===== config.mk =====
export PLATFORM = sky130hd
export DESIGN_NAME = serial_adder
export DESIGN_NICKNAME = d
export VERILOG_FILES = /design/src/rtl/serial_adder.sv
export SDC_FILE = /design/constraint.sdc
export NUM_CORES = 1
export LEC_CHECK = 0
export CAP_MARGIN = 10
export CORE_ASPECT_RATIO = 0.8
export CORE_MARGIN = 5
export CORE_UTILIZATION = 53
export CTS_BUF_LIST = sky130_fd_sc_hd__clkbuf_8
export DETAILED_ROUTE_END_ITERATION = 16
export PLACE_DENSITY = 0.85
export SYNTH_ARGS = -nofsm -noshare
export SYNTH_HDL_FRONTEND = slang
export SYNTH_SLANG_ARGS = --single-unit

===== constraint.sdc =====
create_clock -name clk -period 2.4 [get_ports clk]
set_input_delay 0.36 -clock clk [delete_from_list [all_inputs] [get_ports clk]]
set_output_delay 0.36 -clock clk [all_outputs]
set_load 0.02 [all_outputs]

===== src/rtl/serial_adder.sv =====
// Digit-serial adder/subtractor. It processes DIGIT bits per clock, LSB chunk first,
// and keeps a one-bit ripple carry between chunks. Both sides use valid/ready handshakes.
module serial_adder #(
   parameter int WIDTH = 32,
   parameter int DIGIT = 4
) (
   input  logic             clk,
   input  logic             rst_n,
   input  logic             in_valid,
   output logic             in_ready,
   input  logic [WIDTH-1:0] a,
   input  logic [WIDTH-1:0] b,
   input  logic             cin,
   input  logic             sub,
   output logic             out_valid,
   input  logic             out_ready,
   output logic [WIDTH-1:0] sum,
   output logic             cout,
   output logic             ovf,
   output logic             busy
);

   localparam int NSTEP  = WIDTH / DIGIT;
   localparam int STEP_W = (NSTEP > 1) ? $clog2(NSTEP) : 1;

   generate
      if (WIDTH < 1 || DIGIT < 1 || (WIDTH % DIGIT) != 0) begin : g_bad_param
         $error("serial_adder: WIDTH must be a positive multiple of DIGIT");
      end
   endgenerate

   typedef enum logic [1:0] {S_IDLE, S_RUN, S_DONE} state_t;

   state_t              r_state;
   state_t              w_state_next;
   logic [WIDTH-1:0]    r_a;
   logic [WIDTH-1:0]    r_b;
   logic [WIDTH-1:0]    r_sum;
   logic [STEP_W-1:0]   r_step;
   logic                r_carry;
   logic                r_cout;
   logic                r_ovf;
   logic [DIGIT:0]      w_chunk;
   logic                w_msb_cin;
   logic                w_accept;
   logic                w_last;
   logic [WIDTH-1:0]    w_sum_next;

   always_ff @(posedge clk or negedge rst_n) begin
      if (!rst_n) r_state <= S_IDLE;
      else        r_state <= w_state_next;
   end

   always_comb begin
      w_state_next = r_state;
      in_ready     = 1'b0;
      out_valid    = 1'b0;
      busy         = 1'b0;
      case (r_state)
         S_IDLE: begin
            in_ready = 1'b1;
            if (in_valid) w_state_next = S_RUN;
         end
         S_RUN: begin
            busy = 1'b1;
            if (w_last) w_state_next = S_DONE;
         end
         S_DONE: begin
            busy      = 1'b1;
            out_valid = 1'b1;
            if (out_ready) w_state_next = S_IDLE;
         end
         default: w_state_next = S_IDLE;
      endcase
   end

   assign w_accept = in_ready & in_valid;
   assign w_last   = (r_step == STEP_W'(NSTEP - 1));

   // The operands shift right each step, so the current chunk is always in the low DIGIT bits.
   assign w_chunk   = {1'b0, r_a[DIGIT-1:0]} + {1'b0, r_b[DIGIT-1:0]} + {{DIGIT{1'b0}}, r_carry};
   assign w_msb_cin = r_a[DIGIT-1] ^ r_b[DIGIT-1] ^ w_chunk[DIGIT-1];

   for (genvar gi = 0; gi < NSTEP; gi++) begin : g_sum_chunk
      assign w_sum_next[gi*DIGIT +: DIGIT] = (r_step == STEP_W'(gi)) ? w_chunk[DIGIT-1:0]
                                                                     : r_sum[gi*DIGIT +: DIGIT];
   end

   // In subtract mode, B is stored inverted and the carry-in becomes NOT borrow-in,
   // which makes cout come out as NOT borrow-out.
   always_ff @(posedge clk or negedge rst_n) begin
      if (!rst_n) begin
         r_a     <= '0;
         r_b     <= '0;
         r_sum   <= '0;
         r_step  <= '0;
         r_carry <= 1'b0;
         r_cout  <= 1'b0;
         r_ovf   <= 1'b0;
      end else if (w_accept) begin
         r_a     <= a;
         r_b     <= b ^ {WIDTH{sub}};
         r_carry <= sub ? ~cin : cin;
         r_sum   <= '0;
         r_step  <= '0;
      end else if (r_state == S_RUN) begin
         r_a     <= r_a >> DIGIT;
         r_b     <= r_b >> DIGIT;
         r_sum   <= w_sum_next;
         r_carry <= w_chunk[DIGIT];
         r_step  <= r_step + 1'b1;
         if (w_last) begin
            r_cout <= w_chunk[DIGIT];
            r_ovf  <= w_msb_cin ^ w_chunk[DIGIT];
         end
      end
   end

   assign sum  = r_sum;
   assign cout = r_cout;
   assign ovf  = r_ovf;

endmodule


==> summary.txt <==
Yosys
  • Main flop type after synthesis: dfrtp_1
  • Yosys warnings: 0
  • Post-Synth XOR/XNOR Area: 6.46%
  • Top-count cell post-synth: dfrtp_1
  • Synth Area in Simple Gates: a little under an eighth
  • Cell variety after synth: 27
  • Compound-gate portion of the synthesized area: 10.2%
  • Netlist area before placement: 0.00513 mm2
  • Synth Area in Adders: 4.19%
  • Post-synthesis mux area share: between 10% and 20%
  • Ys async rst share: 100%
  • Largest family of logic cells by synthesized area: multiplexers
  • Top cell type by total area after synthesis: dfrtp_1
  • EDFF count, synth: 0
  • Share of Yosys cell area claimed by the top area cell type: 50.7%
  • Yosys reg bits: 104
  • Syn Inst Count: 508
  • Sequential area share after synthesis: 50.7%
  • Syn Area/Cell: 10.1 um2
  • Syn Nets: 594
  • Synth area leaders: dfrtp_1 (51%), mux2i_1 (12%), o21ai_0 (6.1%)
  • Most frequent cells after synthesis: dfrtp_1 (104), nand2_1 (72), mux2i_1 (63), o21ai_0 (63), nor2_1 (45)

Worst setup path
  • Critical-path cell list: inv_1 -> ha_1 -> clkdlybuf4s50_1
  • Worst path bufs/invs: 2
  • Critical path class: register to output port
  • Slowest stage delay, CP: 640 ps
  • Worst EP arrival: around 1800 ps
  • WP data required: 2040 ps
  • Worst setup SP type: register
  • Worst-path fanout max: 5
  • Crit path max-delay family: buffers and inverters
  • Slowest CP cell: clkdlybuf4s50_1
  • CP endpoint kind: output port

Detailed routing
  • Via density: ~5.3
  • Routed wire length: 11700 um
  • Vias post-DR: 3854
  • DRC viols: 0
  • Routed len/inst: 16.2 um
  • Remaining antenna violation count: 0
  • Drt pass-1 iters: 4
  • Detailed Route Iter0 Violations: 281

Floorplanning
  • Die width: approximately 120 um
  • Core Region: 0.00957 mm2
  • Die area: 0.0118 mm2
  • Num ports: 107
  • Chip Height: 98.0 um
  • # rows: 32
  • Initial Utilization: 53.6%

Global routing
  • Initial antenna violation count: 0
  • GRT Util Overall: 21.3%
  • Largest net degree at the start of global routing: 61
  • Gr ovfl total: 0
  • Number of global-route vias before repair: 4110
  • First-pass GRT wire length: 20100 um

Power
  • Net Sw Power: 0.00322 W
  • Logic pwr share: 47.2%
  • PD cells: 1230 mW/mm2
  • Peak VDD IR: 0.546 mV
  • P_int: 0.00487 W
  • Sw frac: 39.9%
  • Reg power frac: 36.6%
  • Clock network fraction of total power: 16.3%
  • P_leak: approximately 3 nW

Finish
  • FILL cells: 726
  • Antenna diode count: 0
  • Share of cells above drive strength 1: 5.11%
  • Final Core Density: between 60 and 70%
  • Final Cell Area: between 0.006 and 0.007 mm2
  • Layout Nets: 688
  • Area grow syn2layout: 27.7%

Clock network
  • Num CTS Buffers: 9
  • Postcts setup bufs: 0
  • Post-CTS sizing: 0
  • Later-pin clock latency in the skew report: between 300 and 400 ps
  • Hold buffers post-CTS: 1
  • Clock transition at path regs: ~90 ps
  • Clock Sinks: approximately 100
  • CTS tree: yes
  • Clk root buf: clkbuf_8
  • Clock buffer depth: 2
  • # H-tree levels: 3

Placement
  • Port-buffer cells: 106
  • Final HPWL DP: around 8400 um
  • Placed inst area: 0.00630 mm2
  • Gpl congestion: 0.830

Timing
  • Setup Skew: ~9.6 ps
  • Max-slew violation count: 0
  • Period Utilization, post-route: 91.5%
  • Final worst path period need: 2200 ps
  • Endpoints failing setup: 0
  • F_max: 455 MHz
  • Final setup TNS: 0 ps
  • Slew Limit Headroom: 51.9%
  • Worst Tran Pin Value: 720 ps
  • Fin. Hold Viols: 0
  • RSZ-0062 raised after global routing: no

Hold path
  • Hold WC Path Type: input pin to asynchronous set/reset pin

Run status
  • Status: finished, final reports clean

Flow run
  • Max-cap violations: 0
per-stage QoR:
step | hold WS [ps] | instances | total power, W | setup WS, ps
6_report | 500 | 726 | 0.00809 | 204
5_1_grt | 476 | 726 | 0.00868 | 94.2
4_1_cts | 490 | 726 | 0.00814 | 175
3_5_place_dp | 363 | 709 | 0.00680 | 317
3_3_place_gp | 365 | 709 | 0.00660 | 399
2_1_floorplan | 64.4 | 508 | 0.00545 | 446
power groups by stage:
| stage | clock [W] | sequential, W | combinational [W] |
|---|---|---|---|
| finish | 0.00132 | 0.00296 | 0.00382 |
| global route | 0.00142 | 0.00305 | 0.00420 |
| CTS | 0.00134 | 0.00296 | 0.00384 |
| detailed placement | 0 | 0.00299 | 0.00381 |
| global placement | 0 | 0.00295 | 0.00366 |
| floorplan | 0 | 0.00303 | 0.00242 |
worst paths after layout:
| check | slack [ps] | cells past startpoint | to | start |
|---|---|---|---|---|
| max | 200 | 3 | in_ready | r_state[1]$_DFFE_PN0P_ |
| min | 500 | 2 | r_a[1]$_DFFE_PN0P_ | rst_n |
| max reg2reg | 320 | 7 | r_carry$_DFFE_PN0P_ | r_a[0]$_DFFE_PN0P_ |
| min reg2reg | 510 | 2 | sum[31]$_DFFE_PN0P_ | sum[31]$_DFFE_PN0P_ |
| max in group asynchronous | 1210 | 3 | r_a[11]$_DFFE_PN0P_ | rst_n |
| min in group clk | 510 | 2 | sum[31]$_DFFE_PN0P_ | sum[31]$_DFFE_PN0P_ |
flip-flops by register name, summed over array words and instances, names as in the netlist:
register  flops
sum          32
cout          1
r_step        3
r_b          32
r_a          32
r_carry       1
r_state       2
ovf           1
placed cells by master, fill, tap and decap left out:
cell,instances
dfrtp_1,104
clkdlybuf4s50_1,104
nand2_1,72
mux2i_1,63
o21ai_0,63
nor2_1,45
xor2_1,29
a21oi_1,21
inv_1,15
nand3_1,13
ha_1,13
nand3b_1,11
clkbuf_8,10
o31ai_1,8
xnor2_1,7
buf_4,7
buf_12,4
bufinv_16,3
fa_1,2
and2_4,1
a222oi_1,1
o21ai_2,1
xnor2_2,1
a211oi_1,1
nand2b_1,1
o2bb2ai_1,1
a211o_1,1
nor2_2,1
ha_4,1
inv_6,1
dlygate4sd3_1,1
buf_2,1
metal layers:
| metal | track usage, % | up-vias | share of wire [%] |
|---|---|---|---|
| li1 | - | 1893 | - |
| met1 | 27.9 | 1836 | 45 |
| met2 | 34.1 | 108 | 48 |
| met3 | 7.18 | 17 | 5.4 |
| met4 | 6.16 | 0 | 2.0 |
| met5 | 0 | - | 0 |
cells by family (layout without fill, tap and decap cells):
family                     count (synthesis)  after routing
buffers and inverters                     47            146
and+or+nand+nor                          144            144
DFF                                      104            104
muxes                                     63             63
adders and majority gates                 16             16
AOI/OAI and AO/OA                         97             97
xor gates and xnor gates                  37             37
layout make-up:
type | count | area (um2) | area share [%]
Sequential cell | 104 | 2600 | 39.7
Multi-Input combinational cell | 357 | 2320 | 35.4
Timing Repair Buffer | 117 | 1190 | 18.1
Tap cell | 119 | 149 | 2.27
Clock buffer | 10 | 138 | 2.10
Clock inverter | 6 | 106 | 1.62
Inverter | 13 | 48.8 | 0.744
Power figures use the tool's default switching activity.
